===== src/rtl/causal_conv_pkg.sv =====
// Shared constants and sizing helpers for the dilated causal convolution path.
package causal_conv_pkg;

    // Element width used by the convolution datapath unless overridden.
    localparam int DEFAULT_W = 16;

    // Number of history entries needed to present K taps spaced D apart.
    function automatic int hist_len(input int k, input int d);
        return (k - 1) * d + 1;
    endfunction

    // Width of a counter that must hold values 0..l inclusive.
    function automatic int fill_width(input int l);
        return $clog2(l + 1);
    endfunction

endpackage


===== src/rtl/dilated_delay_line.sv =====
// Single-channel history line: keeps the last L accepted samples and exposes
// K of them spaced D entries apart, oldest tap first.
module dilated_delay_line
    import causal_conv_pkg::*;
#(
    parameter int W = DEFAULT_W,
    parameter int K = 4,
    parameter int D = 1
) (
    input  logic           clk,
    input  logic           rst,
    input  logic           clr,
    input  logic           shift,
    input  logic [W-1:0]   sample,
    output logic [K*W-1:0] taps
);

    localparam int L = hist_len(K, D);

    // hist[L-1] is the newest entry, hist[0] the oldest.
    logic signed [W-1:0] hist [L];

    // Clear on reset/clear, otherwise shift left and append the new sample.
    always_ff @(posedge clk) begin
        if (rst || clr) begin
            for (int i = 0; i < L; i++) begin
                hist[i] <= '0;
            end
        end else if (shift) begin
            for (int i = 0; i < L - 1; i++) begin
                hist[i] <= hist[i + 1];
            end
            hist[L - 1] <= sample;
        end
    end

    // Taps are plain register reads, no logic between history and output.
    always_comb begin
        taps = '0;
        for (int k = 0; k < K; k++) begin
            taps[k*W +: W] = hist[k * D];
        end
    end

endmodule


===== src/rtl/dilated_tap_buffer.sv =====
// Multi-channel dilated tap buffer: one delay line per channel sharing a single
// control path that tracks fill state and flags complete, freshly shifted tap sets.
module dilated_tap_buffer
    import causal_conv_pkg::*;
#(
    parameter int W = DEFAULT_W,
    parameter int C = 4,
    parameter int K = 4,
    parameter int D = 1
) (
    input  logic                                    clk,
    input  logic                                    rst,
    input  logic                                    inp_valid,
    input  logic [C*W-1:0]                          inp,
    input  logic                                    flush,
    output logic [K*C*W-1:0]                        out,
    output logic                                    out_valid,
    output logic [fill_width(hist_len(K, D))-1:0]   fill_level
);

    localparam int L  = hist_len(K, D);
    localparam int FW = fill_width(L);

    localparam logic [FW-1:0] FILL_FULL = FW'(L);
    localparam logic [FW-1:0] FILL_LAST = FW'(L - 1);

    // Flush outranks a same-cycle sample; the sample is dropped.
    logic shift;
    logic clr;

    assign clr   = flush;
    assign shift = inp_valid && !flush;

    logic [K*W-1:0] ch_taps [C];

    genvar c, k;
    generate
        for (c = 0; c < C; c++) begin : g_ch
            dilated_delay_line #(
                .W (W),
                .K (K),
                .D (D)
            ) u_line (
                .clk    (clk),
                .rst    (rst),
                .clr    (clr),
                .shift  (shift),
                .sample (inp[c*W +: W]),
                .taps   (ch_taps[c])
            );

            for (k = 0; k < K; k++) begin : g_tap
                assign out[(k*C + c)*W +: W] = ch_taps[c][k*W +: W];
            end
        end
    endgenerate

    // Saturating fill counter and one-cycle strobe for a new, complete tap set.
    always_ff @(posedge clk) begin
        if (rst || flush) begin
            fill_level <= '0;
            out_valid  <= 1'b0;
        end else begin
            out_valid <= inp_valid && (fill_level >= FILL_LAST);
            if (inp_valid && (fill_level != FILL_FULL)) begin
                fill_level <= fill_level + FW'(1);
            end
        end
    end

endmodule

===== config.mk =====
export PLATFORM = sky130hd
export DESIGN_NAME = dilated_tap_buffer
export DESIGN_NICKNAME = d
export VERILOG_FILES = /design/src/rtl/causal_conv_pkg.sv /design/src/rtl/dilated_delay_line.sv /design/src/rtl/dilated_tap_buffer.sv
export SDC_FILE = /design/constraint.sdc
export NUM_CORES = 1
export LEC_CHECK = 0
export BUFFER_PORTS_ARGS = -buffer_cell sky130_fd_sc_hd__buf_2
export CAP_MARGIN = 20
export CORE_UTILIZATION = 35
export CTS_CLUSTER_SIZE = 24
export DETAILED_ROUTE_END_ITERATION = 8
export SYNTH_ARGS = -nofsm -noshare
export SYNTH_HDL_FRONTEND = slang
export SYNTH_HIERARCHICAL = 1
export SYNTH_SLANG_ARGS = --single-unit

===== constraint.sdc =====
create_clock -name clk -period 3.15 [get_ports clk]
set_input_delay 0.63 -clock clk [delete_from_list [all_inputs] [get_ports clk]]
set_output_delay 0.63 -clock clk [all_outputs]
set_load 0.1 [all_outputs]

After elaboration in Yosys (flattened, before gate mapping)
Memory sizes are Yosys's and may differ from the RTL's.
Cells that the tools add are included.

cells by class
  $add $sub $neg = 1
  order comparisons = 1
  equality and inequality tests = 1
  mux-type cells = 21
  bitwise operators = 16
  reduce and logical (&&, ||, !) cells = 5

operators by type and width
  operator                                             count
  two-way mux 16 bit                                   16
  bitwise OR 1 bit                                     16
  two-way mux 1 bit                                    5
  adder 3 x 1 -> 3 bit, second input constant          1
  >= comparator 3 x 2 -> 1 bit, second input constant  1
  logical AND 1 bit                                    3
  != test 3 bit, second input constant                 1
  zero test 1 bit                                      1
  logical OR 1 bit                                     1

storage, ports and cells
  bits in registers = 4
  memory bits (writable) = 256
  output and inout port bits = 260
  word-level logic and storage cells = 51
  memories = 4

memory list
  name                 depth  bits a word  rd ports  clocked after Yosys merged registers in  write ports  line                      RTL
  g_ch[0].u_line.hist  4      16           4         0                                        4            dilated_delay_line.sv:21  logic signed [W-1:0] hist [L];
  g_ch[1].u_line.hist  4      16           4         0                                        4            dilated_delay_line.sv:21
  g_ch[2].u_line.hist  4      16           4         0                                        4            dilated_delay_line.sv:21
  g_ch[3].u_line.hist  4      16           4         0                                        4            dilated_delay_line.sv:21

Depth between registers and ports, before layout
Gate-level depths: netlist (run 1).

  word-level depth = 6
  gate-level depth with buffers = 5
  depth with buffers taken out = 5

Cells and area by module
The synthesis (run 1) kept the hierarchy.

by module, submodules not included
  module              times used  cells an instance  area each (um^2)  seq. area each (um^2)
  dilated_delay_line  4           150                2822.7            1921.8
  dilated_tap_buffer  1           22                 222.7             80.1

Worst setup path after synthesis (run 1)
OpenSTA, ideal clock, no wires.

  path type = input-to-reg
  from = input inp_valid
  to = memory g_ch[0].u_line/hist[0][0] (netlist name), enable pin
  library setup time = 0.425 ns
  data arrival time = 2.579 ns
  data required time = 2.725 ns
  setup slack = 0.147 ns
  stages on the path = 3
  path buffers = 1
  cells stage by stage = nor2b_1 > buf_2 > or3_1

RTL lines
  what             line                      RTL
  start, declared  dilated_tap_buffer.sv:13  input logic inp_valid,
  end, declared    dilated_delay_line.sv:21

Worst setup path in the final report (run 1)
  from = register fill_level[2]
  to = output fill_level[2]

RTL lines
  what                    line                      RTL
  start, declared         dilated_tap_buffer.sv:18  output logic [fill_width(hist_len(K, D))-1:0] fill_level
  start signal, assigned  dilated_tap_buffer.sv:66  fill_level <= fill_level + FW'(1);

No word-level cell between the ends.

==> impl_metrics.json, run 1 <==
{
  "synth-seq-cells": 260,
  "root_buffer": "clkbuf_16",
  "pre_cts_ws_ps": 723,
  "peakVddDrop_mv": 0.394,
  "fp.dieW_um": 183,
  "initial_core_util_pct": 35.5,
  "ys_warn_count": 6,
  "routed_wl_mm": 27.4,
  "timing.fmax_mhz": 475,
  "synth_edf_count": 256,
  "grt_pass1_vias": 6778,
  "clockPowerShare_pct": 39.0,
  "place_hpwl_mm": 17.7,
  "cts_tree": "built",
  "critPathLaunchType": "flip-flop",
  "die_y_um": 183,
  "path_buf_inv": 1,
  "p_switching_mw": 3.09,
  "path_max_fanout": 5,
  "fin_worst_skew_ps": 12.5,
  "setup_ws_ps": 1050,
  "grt_pass1_wl_mm": 40.9,
  "via_per_inst": 4.99,
  "finalSetupViolations": 0,
  "synth_cells": 622,
  "max_cap_violations": 0,
  "synth_most_common_cell": "edfxtp_1",
  "synthTopCellsByArea": "edfxtp_1, and4bb_2, and4bb_1",
  "clk_latency_ps": 550,
  "seq_area_frac_synth_pct": 67.5,
  "period_share_pct": 66.8,
  "post_cts_buffers": 0,
  "antenna_left": 0,
  "wire_per_inst_um": 19.8,
  "cts_max_level": 1,
  "hold_buffers": 0,
  "cp-end-kind": "output pin",
  "clk_path_buf_depth": 3,
  "synth_top_flop_cell": "edfxtp_1",
  "fp-row-count": 66,
  "pwr-share-seq_pct": 41.7,
  "gp_congestion": 0.759,
  "grt.overflow.total": 0,
  "switching_share_pct": 31.7,
  "pin_count": 328,
  "p_leak_nw": 6.47,
  "instances_no_fill": 1386,
  "status": "complete, no violations",
  "layout-drive-gt1-share_pct": 58.7,
  "drtIter0Drc": 504,
  "vias": 6913,
  "antenna_found_initial": 0,
  "antenna_cells": 0,
  "yosysUniqueCellTypes": 19,
  "slew_headroom_pct": 50.0,
  "yosysTopAreaCell": "edfxtp_1",
  "nNetsFinal": 992,
  "grt.total_usage_pct": 15.5,
  "p_per_area_nw_per_um2": 669,
  "synth_top_area_share_pct": 66.8,
  "worst_pin_slew_ps": 750,
  "synth.top_cells.by_count": "edfxtp_1, and4bb_2, and4bb_1",
  "clock-sinks": 260,
  "die-area_um2": 33600,
  "numCtsBuffers": 29,
  "worstHoldPathType": "primary input to flip-flop",
  "synth_area_um2": 11500,
  "syn-num-nets": 693,
  "portBuffers": 327,
  "p_comb_share_pct": 19.3,
  "slew_viol_final": 0,
  "avgSynthCellArea_um2": 18.5,
  "crit_chain": "buf_2",
  "drc": 0,
  "power.internal_mw": 6.68,
  "crit_type": "flip-flop to output pin",
  "required_ps": 2520,
  "syn_to_final_growth_pct": 27.0,
  "fin_crit_ps": 2100,
  "crit_arrival_ps": 1470,
  "grt_max_degree": 95,
  "drtPass1Iterations": 4,
  "slowest_delay_ps": 480,
  "final.setup.tns_ps": 0,
  "core_area_um2": 32500,
  "post_cts_resized": 0,
  "cp_slowest_cell": "buf_2",
  "path_clk_slew_ps": 60,
  "placed_cells": 1332,
  "synthArstFlopShare_pct": 0,
  "hold_viol_final": 0,
  "cpLargestDelayFamily": "buffers and inverters",
  "rsz0062_at_grt": "no"
}
layer usage:
| layer | global-route usage [%] | share of wire [%] |
|---|---|---|
| met1 | 21.2 | 45 |
| met3 | 4.69 | 7.6 |
| met4 | 3.13 | 1.2 |
| met5 | 0 | 0 |
| met2 | 24.4 | 47 |
cell usage in the layout (no fill, tap or decap), types with 4 or more instances in the layout:
cell type  count
nor4bb_1      12
and4bb_1      92
and4bb_2     152
or3_2          4
clkinv_1       7
edfxtp_1     256
bufinv_16      9
buf_2        325
buf_4         23
dfxtp_1        4
clkbuf_16     29
sequential cells by signal (all words and copies together) (netlist names):
| register | count |
|---|---|
| g_ch.u_line/hist | 256 |
| out_valid | 1 |
| fill_level | 3 |
worst paths after layout:
| check | depth (start not counted) | slack [ps] | from | end |
|---|---|---|---|---|
| setup / recovery | 1 | 1050 | fill_level[2] | fill_level[2] |
| setup reg to reg | 5 | 1840 | fill_level[0] | fill_level[2] |
| hold / removal | 2 | 400 | inp_valid | out_valid |
| hold reg to reg | 2 | 600 | fill_level[1] | fill_level[1] |
cell type report:
class	count	area, µm²
Clock buffer	32	737
Clock inverter	22	344
Fill cell	2908	17800
Inverter	3	11.3
Multi-Input combinational cell	275	3340
Sequential cell	260	7770
Tap cell	442	553
Timing Repair Buffer	352	1860
through the flow:
stage                     total power [mW]  cell area [µm²]  hold slack (ps)  utilization, %
after floorplan                       5.71            11500              707               -
after global placement                6.04            13500              579            41.7
after detailed placement              6.05            13500              582            41.7
after CTS                             9.88            14600              366            45.0
after global routing                  10.1            14600              387            45.0
final                                 9.77            14600              397            45.0
kinds of logic (layout without fill, tap and decap cells):
family,after synthesis,in the layout,share of synthesized area [%]
AO/OA/AOI/OAI,3,3,0.272
XOR/XNOR,1,1,0.0761
adder cells (fa/ha/maj),3,3,0.326
buffers and inverters,87,409,3.62
flip-flops,260,260,67.5
multiplexers,1,1,0.0869
AND/OR/NAND/NOR,267,267,28.2
power by group through the flow:
stage          Combinational, mW  Sequential (mW)  Clock [mW]
6_report                    1.89             4.08        3.81
5_1_grt                     1.94             4.09        4.05
3_3_place_gp                1.89             4.15           0
4_1_cts                     1.90             4.08        3.90
3_5_place_dp                1.90             4.15           0
2_1_floorplan              0.260             5.45           0
No activity file was read; power rests on OpenSTA's default activity.
==> run 2, diff against run 1 <==
==> constraint.sdc (replaced) <==
create_clock -name clk -period 1.7 [get_ports clk]
set_input_delay 0.34 -clock clk [delete_from_list [all_inputs] [get_ports clk]]
set_output_delay 0.34 -clock clk [all_outputs]
set_load 0.1 [all_outputs]
==> run 2 against run 1 <==
Against the previous run: sequential share of layout area decreased by 2.2 points; cell count increased by 1.1%; sequential cell count unchanged; clock power increased by 54%; power increased by 76%; critical path depth unchanged; utilization increased by 2.0 points; non-clock buffer count increased by 15; register-to-register slack got worse by 1400 ps; hold slack got worse by 260 ps; clock-buffer cell count increased by 2; critical endpoint is now out[28]; highest routed layer unchanged.
==> impl_metrics.json, run 2 (synthesized netlist as in run 1, its figures left out) <==
{
  "fp-row-count": 66,
  "finalSetupViolations": 0,
  "hold_path_startpoint": "rst",
  "clock-sinks": 260,
  "fin_worst_skew_ps": 18.2,
  "drtIter0Drc": 353,
  "clk_latency_ps": 560,
  "portBuffers": 327,
  "cts_max_level": 1,
  "wire_per_inst_um": 20.8,
  "fin_area_um2": 15300,
  "power.internal_mw": 11.4,
  "worst_pin_slew_ps": 543,
  "antenna_cells": 0,
  "final_common_cell": "edfxtp_1",
  "dpl_cell_area_um2": 13800,
  "gp_congestion": 0.774,
  "peakVddDrop_mv": 0.702,
  "fin_crit_ps": 1650,
  "grt_max_degree": 56,
  "n_fill_cell": 2867,
  "finalPower_mw": 17.2,
  "clk_path_buf_depth": 3,
  "numCtsBuffers": 29,
  "crit_arrival_ps": 1310,
  "slew_headroom_pct": 64.1,
  "cpLargestDelayFamily": "buffers and inverters",
  "antenna_found_initial": 0,
  "required_ps": 1360,
  "drtPass1Iterations": 4,
  "switching_share_pct": 33.6,
  "path_buf_inv": 1,
  "largest-register": "g_ch.u_line/hist",
  "antenna_left": 0,
  "crit_type": "flip-flop to output pin",
  "p_leak_nw": 6.56,
  "grt.overflow.total": 0,
  "reg_top3": "g_ch.u_line/hist x256, fill_level x3, out_valid x1",
  "p_switching_mw": 5.77,
  "p_per_area_nw_per_um2": 1130,
  "pwr-share-seq_pct": 44.1,
  "p_comb_share_pct": 21.9,
  "initial_core_util_pct": 35.5,
  "slew_viol_final": 0,
  "max_cap_violations": 0,
  "reg2reg_to": "fill_level[1]",
  "path_max_fanout": 1,
  "hold_ws_ps": 133,
  "worstReg2RegStart": "fill_level[0]",
  "largest_reg_flops": 256,
  "fp.dieW_um": 183,
  "layout-drive-gt1-share_pct": 59.3,
  "via_per_inst": 5.00,
  "instances_no_fill": 1401,
  "pin_count": 328,
  "clockPowerShare_pct": 34.0,
  "crit_path_start": "g_ch[1].u_line/hist[0][12]",
  "cp.depth": 1,
  "final.setup.tns_ps": 0,
  "worstHoldPathType": "primary input to flip-flop",
  "post_cts_buffers": 0,
  "placed_cells": 1347,
  "syn_to_final_growth_pct": 32.6,
  "cp-end-kind": "output pin",
  "place_hpwl_mm": 20.1,
  "path_clk_slew_ps": 60,
  "grt_pass1_wl_mm": 42.7,
  "layout_common_cells": "edfxtp_1, buf_4, and4bb_2, buf_2, and4bb_1",
  "drc": 0,
  "die_y_um": 183,
  "nNetsFinal": 1007,
  "grt.total_usage_pct": 16.5,
  "rsz0062_at_grt": "no",
  "r2r_slack_ps": 490,
  "core_area_um2": 32500,
  "period_share_pct": 97.2,
  "worstRegToRegCells": 5,
  "grt_pass1_vias": 6819,
  "routed_wl_mm": 29.1,
  "status": "complete, no violations",
  "slowest_delay_ps": 430,
  "hold_viol_final": 0,
  "critPathLaunchType": "flip-flop",
  "crit_end": "out[28]",
  "die-area_um2": 33600,
  "cts_tree": "built",
  "cp_slowest_cell": "buf_2",
  "timing.fmax_mhz": 605,
  "vias": 6999,
  "root_buffer": "clkbuf_16",
  "worstHoldPathCells": 2,
  "crit_chain": "buf_2"
}
-- run 2: how the worst min path moves through the flow --
stage,endpoint,slack [ps]
floorplan,fill_level[0],410
global placement,fill_level[2],550
detailed placement,fill_level[1],550
CTS,g_ch[0].u_line/hist[0][55],100
global route,g_ch[0].u_line/hist[0][59],120
finish,fill_level[0],130
-- run 2: through the flow --
| step | utilization [%] | worst slack [ps] |
|---|---|---|
| 2_1_floorplan | - | 37.7 |
| 3_3_place_gp | 42.6 | 74.0 |
| 3_5_place_dp | 42.6 | 70.7 |
| 4_1_cts | 46.9 | 0.990 |
| 5_1_grt | 47.0 | 0.0702 |
| 6_report | 47.0 | 47.2 |
-- run 2: power groups by stage --
stage / clock network (mW) / logic [mW] / registers [mW]
6_report: 5.85 / 3.76 / 7.57
2_1_floorplan: 0 / 0.488 / 10.1
3_3_place_gp: 0 / 3.60 / 7.70
5_1_grt: 6.26 / 3.85 / 7.61
4_1_cts: 6.04 / 3.76 / 7.58
3_5_place_dp: 0 / 3.61 / 7.70
-- run 2: metal layers --
metal	routed length (µm)	vias up	track usage [%]
met5	0	-	0
met4	682	0	5.10
met3	1890	48	3.63
met2	14000	241	27.4
met1	12600	3458	21.6
li1	-	3252	-
-- run 2: final cells by class --
class	count	area, µm²	share of cell area, %
flip-flops and latches	260	7770	50.9
clock buffers	34	744	4.88
multi-input cells	275	3360	22.0
repair buffers	367	2680	17.6
well taps	442	553	3.62
clock inverters	20	145	0.951
inverters	3	11.3	0.0738
-- run 2: worst register-to-register path: stages, from the launching register on --
cell and delay [ps]:
dfxtp_2 370, inv_1 50, ha_1 230, a21boi_4 190, mux2i_1 190, nor3_1 50
-- run 2: what timing repair did --
action | 4_1_cts | 5_1_grt
pin swaps | 0 | 0
cloned | 0 | 0
resized for setup | 202 | 16
hold buffers | 0 | 0
endpoints found under the setup margin | 202 | 16
==> run 3, diff against run 2 <==
--- a/config.mk
+++ b/config.mk
@@ -6,10 +6,11 @@
 export NUM_CORES = 1
 export LEC_CHECK = 0
 export BUFFER_PORTS_ARGS = -buffer_cell sky130_fd_sc_hd__buf_2
-export CAP_MARGIN = 20
+export CAP_MARGIN = 25
 export CORE_UTILIZATION = 35
 export CTS_CLUSTER_SIZE = 24
 export DETAILED_ROUTE_END_ITERATION = 8
+export GPL_TIMING_DRIVEN = 0
 export SYNTH_ARGS = -nofsm -noshare
 export SYNTH_HDL_FRONTEND = slang
 export SYNTH_HIERARCHICAL = 1
==> run 3 against run 2 <==
Against the previous run: highest routed layer unchanged; clock power increased by 9.2%; global-route usage increased by 0.52 points; design area about the same; die area unchanged; clock skew decreased by 7.2 ps; cell count increased by 3.5%; via count increased by 2.3%; clock-buffer cell count decreased by 1; sequential cell count unchanged; non-clock buffer count increased by 44; critical path depth unchanged.
==> impl_metrics.json, run 3 (synthesized netlist as in run 1, its figures left out) <==
{
  "reg_top3": "g_ch.u_line/hist x256, fill_level x3, out_valid x1",
  "vias": 7163,
  "cpLargestDelayFamily": "buffers and inverters",
  "routed_wl_mm": 29.8,
  "path_max_fanout": 2,
  "grt_pass1_wl_mm": 43.7,
  "p_comb_share_pct": 20.9,
  "largest_reg_flops": 256,
  "fin_worst_skew_ps": 10.9,
  "numCtsBuffers": 30,
  "drtIter0Drc": 283,
  "max_cap_violations": 0,
  "path_clk_slew_ps": 60,
  "drtPass1Iterations": 4,
  "path_buf_inv": 1,
  "switching_share_pct": 32.7,
  "gp_congestion": 0.756,
  "antenna_found_initial": 1,
  "clk_path_buf_depth": 3,
  "status": "complete, no violations",
  "worstHoldPathType": "primary input to flip-flop",
  "antenna_left": 0,
  "critPathLaunchType": "flip-flop",
  "timing.fmax_mhz": 599,
  "fp.dieW_um": 183,
  "fin_crit_ps": 1670,
  "pwr-share-seq_pct": 42.9,
  "p_switching_mw": 5.78,
  "fin_area_um2": 15300,
  "cp-end-kind": "output pin",
  "required_ps": 1360,
  "crit_arrival_ps": 1330,
  "nNetsFinal": 1056,
  "crit_chain": "buf_2",
  "rsz0062_at_grt": "no",
  "cts_tree": "built",
  "final_common_cell": "edfxtp_1",
  "grt.total_usage_pct": 17.0,
  "crit_type": "flip-flop to output pin",
  "peakVddDrop_mv": 0.720,
  "grt_max_degree": 33,
  "grt_pass1_vias": 7214,
  "finalSetupViolations": 0,
  "portBuffers": 327,
  "p_per_area_nw_per_um2": 1160,
  "grt.overflow.total": 0,
  "initial_core_util_pct": 35.5,
  "finalPower_mw": 17.7,
  "clock-sinks": 260,
  "drc": 0,
  "slowest_delay_ps": 430,
  "worst_pin_slew_ps": 530,
  "die-area_um2": 33600,
  "die_y_um": 183,
  "wire_per_inst_um": 20.5,
  "layout-drive-gt1-share_pct": 60.4,
  "slew_headroom_pct": 64.9,
  "period_share_pct": 98.1,
  "syn_to_final_growth_pct": 32.7,
  "layout_common_cells": "edfxtp_1, buf_2, buf_4, and4bb_2, and4bb_1",
  "cp_slowest_cell": "buf_2",
  "via_per_inst": 4.94,
  "setup_ws_ps": 31.9,
  "root_buffer": "clkbuf_16",
  "pin_count": 328,
  "clk_latency_ps": 560,
  "cts_max_level": 1,
  "p_leak_nw": 6.65,
  "pre_cts_ws_ps": -988,
  "hold_viol_final": 0,
  "power.internal_mw": 11.9,
  "place_hpwl_mm": 21.4,
  "clockPowerShare_pct": 36.2,
  "fp-row-count": 66,
  "hold_ws_ps": 108,
  "slew_viol_final": 0,
  "largest-register": "g_ch.u_line/hist",
  "core_area_um2": 32500,
  "dpl_cell_area_um2": 13700
}
==> run 3: changes by cell type in the layout (fill, tap and decap cells not counted), sizes merged <==
cell      previous run  this run
bufinv               1         4
buf                351       366
clkbuf              50        78
diode                0         1
clkinvlp             3         2
or3                  4         8
inv                  4         3
==> run 3: power groups by stage <==
| stage | sequential (mW) | combinational, mW | clock, mW |
|---|---|---|---|
| 6_report | 7.57 | 3.70 | 6.39 |
| 5_1_grt | 7.61 | 3.80 | 6.85 |
| 4_1_cts | 7.58 | 3.69 | 6.58 |
| 3_5_place_dp | 7.70 | 3.54 | 0 |
| 3_3_place_gp | 7.69 | 3.53 | 0 |
| 2_1_floorplan | 10.1 | 0.488 | 0 |
==> run 3: timing repair <==
item / in CTS / in global routing
cloned: 4 / 0
endpoints found under the setup margin: 429 / 33
buffers inserted: 0 / 0
hold buffers: 0 / 0
gates resized for setup: 178 / 33
pin swaps: 1 / 0
==> run 3: area by class of cell <==
class / instances / area (µm²)
diodes: 1 / 2.50
well taps: 442 / 553
clock buffers: 33 / 762
flip-flops and latches: 260 / 7770
multi-input cells: 279 / 3400
inverters: 3 / 11.3
fillers: 2865 / 17200
plain buffers: 84 / 405
clock inverters: 21 / 216
repair buffers: 327 / 2150
==> run 3: final timing paths <==
check,cells past startpoint,end,from,slack [ps]
worst max-delay path,1,out[65],g_ch[0].u_line/hist[0][17],30
worst min-delay path,2,out_valid,inp_valid,110
worst max register to register,5,fill_level[1],fill_level[0],480
worst min register to register,2,fill_level[1],fill_level[1],550
==> run 3: through the flow <==
step,util (%),setup TNS (ps),cells
2_1_floorplan,-,0,622
3_3_place_gp,42.3,-308420,1391
5_1_grt,47.1,0,1450
6_report,47.1,0,1450
3_5_place_dp,42.3,-333790,1391
4_1_cts,46.8,0,1449
==> run 3: routing by layer <==
| layer | part of all wire (%) | up-vias | GRT usage, % |
|---|---|---|---|
| met5 | 0 | - | 0 |
| met4 | 3.1 | 0 | 6.47 |
| met3 | 7.0 | 50 | 4.45 |
| met2 | 49 | 251 | 28.9 |
| met1 | 41 | 3510 | 20.8 |
| li1 | - | 3352 | - |
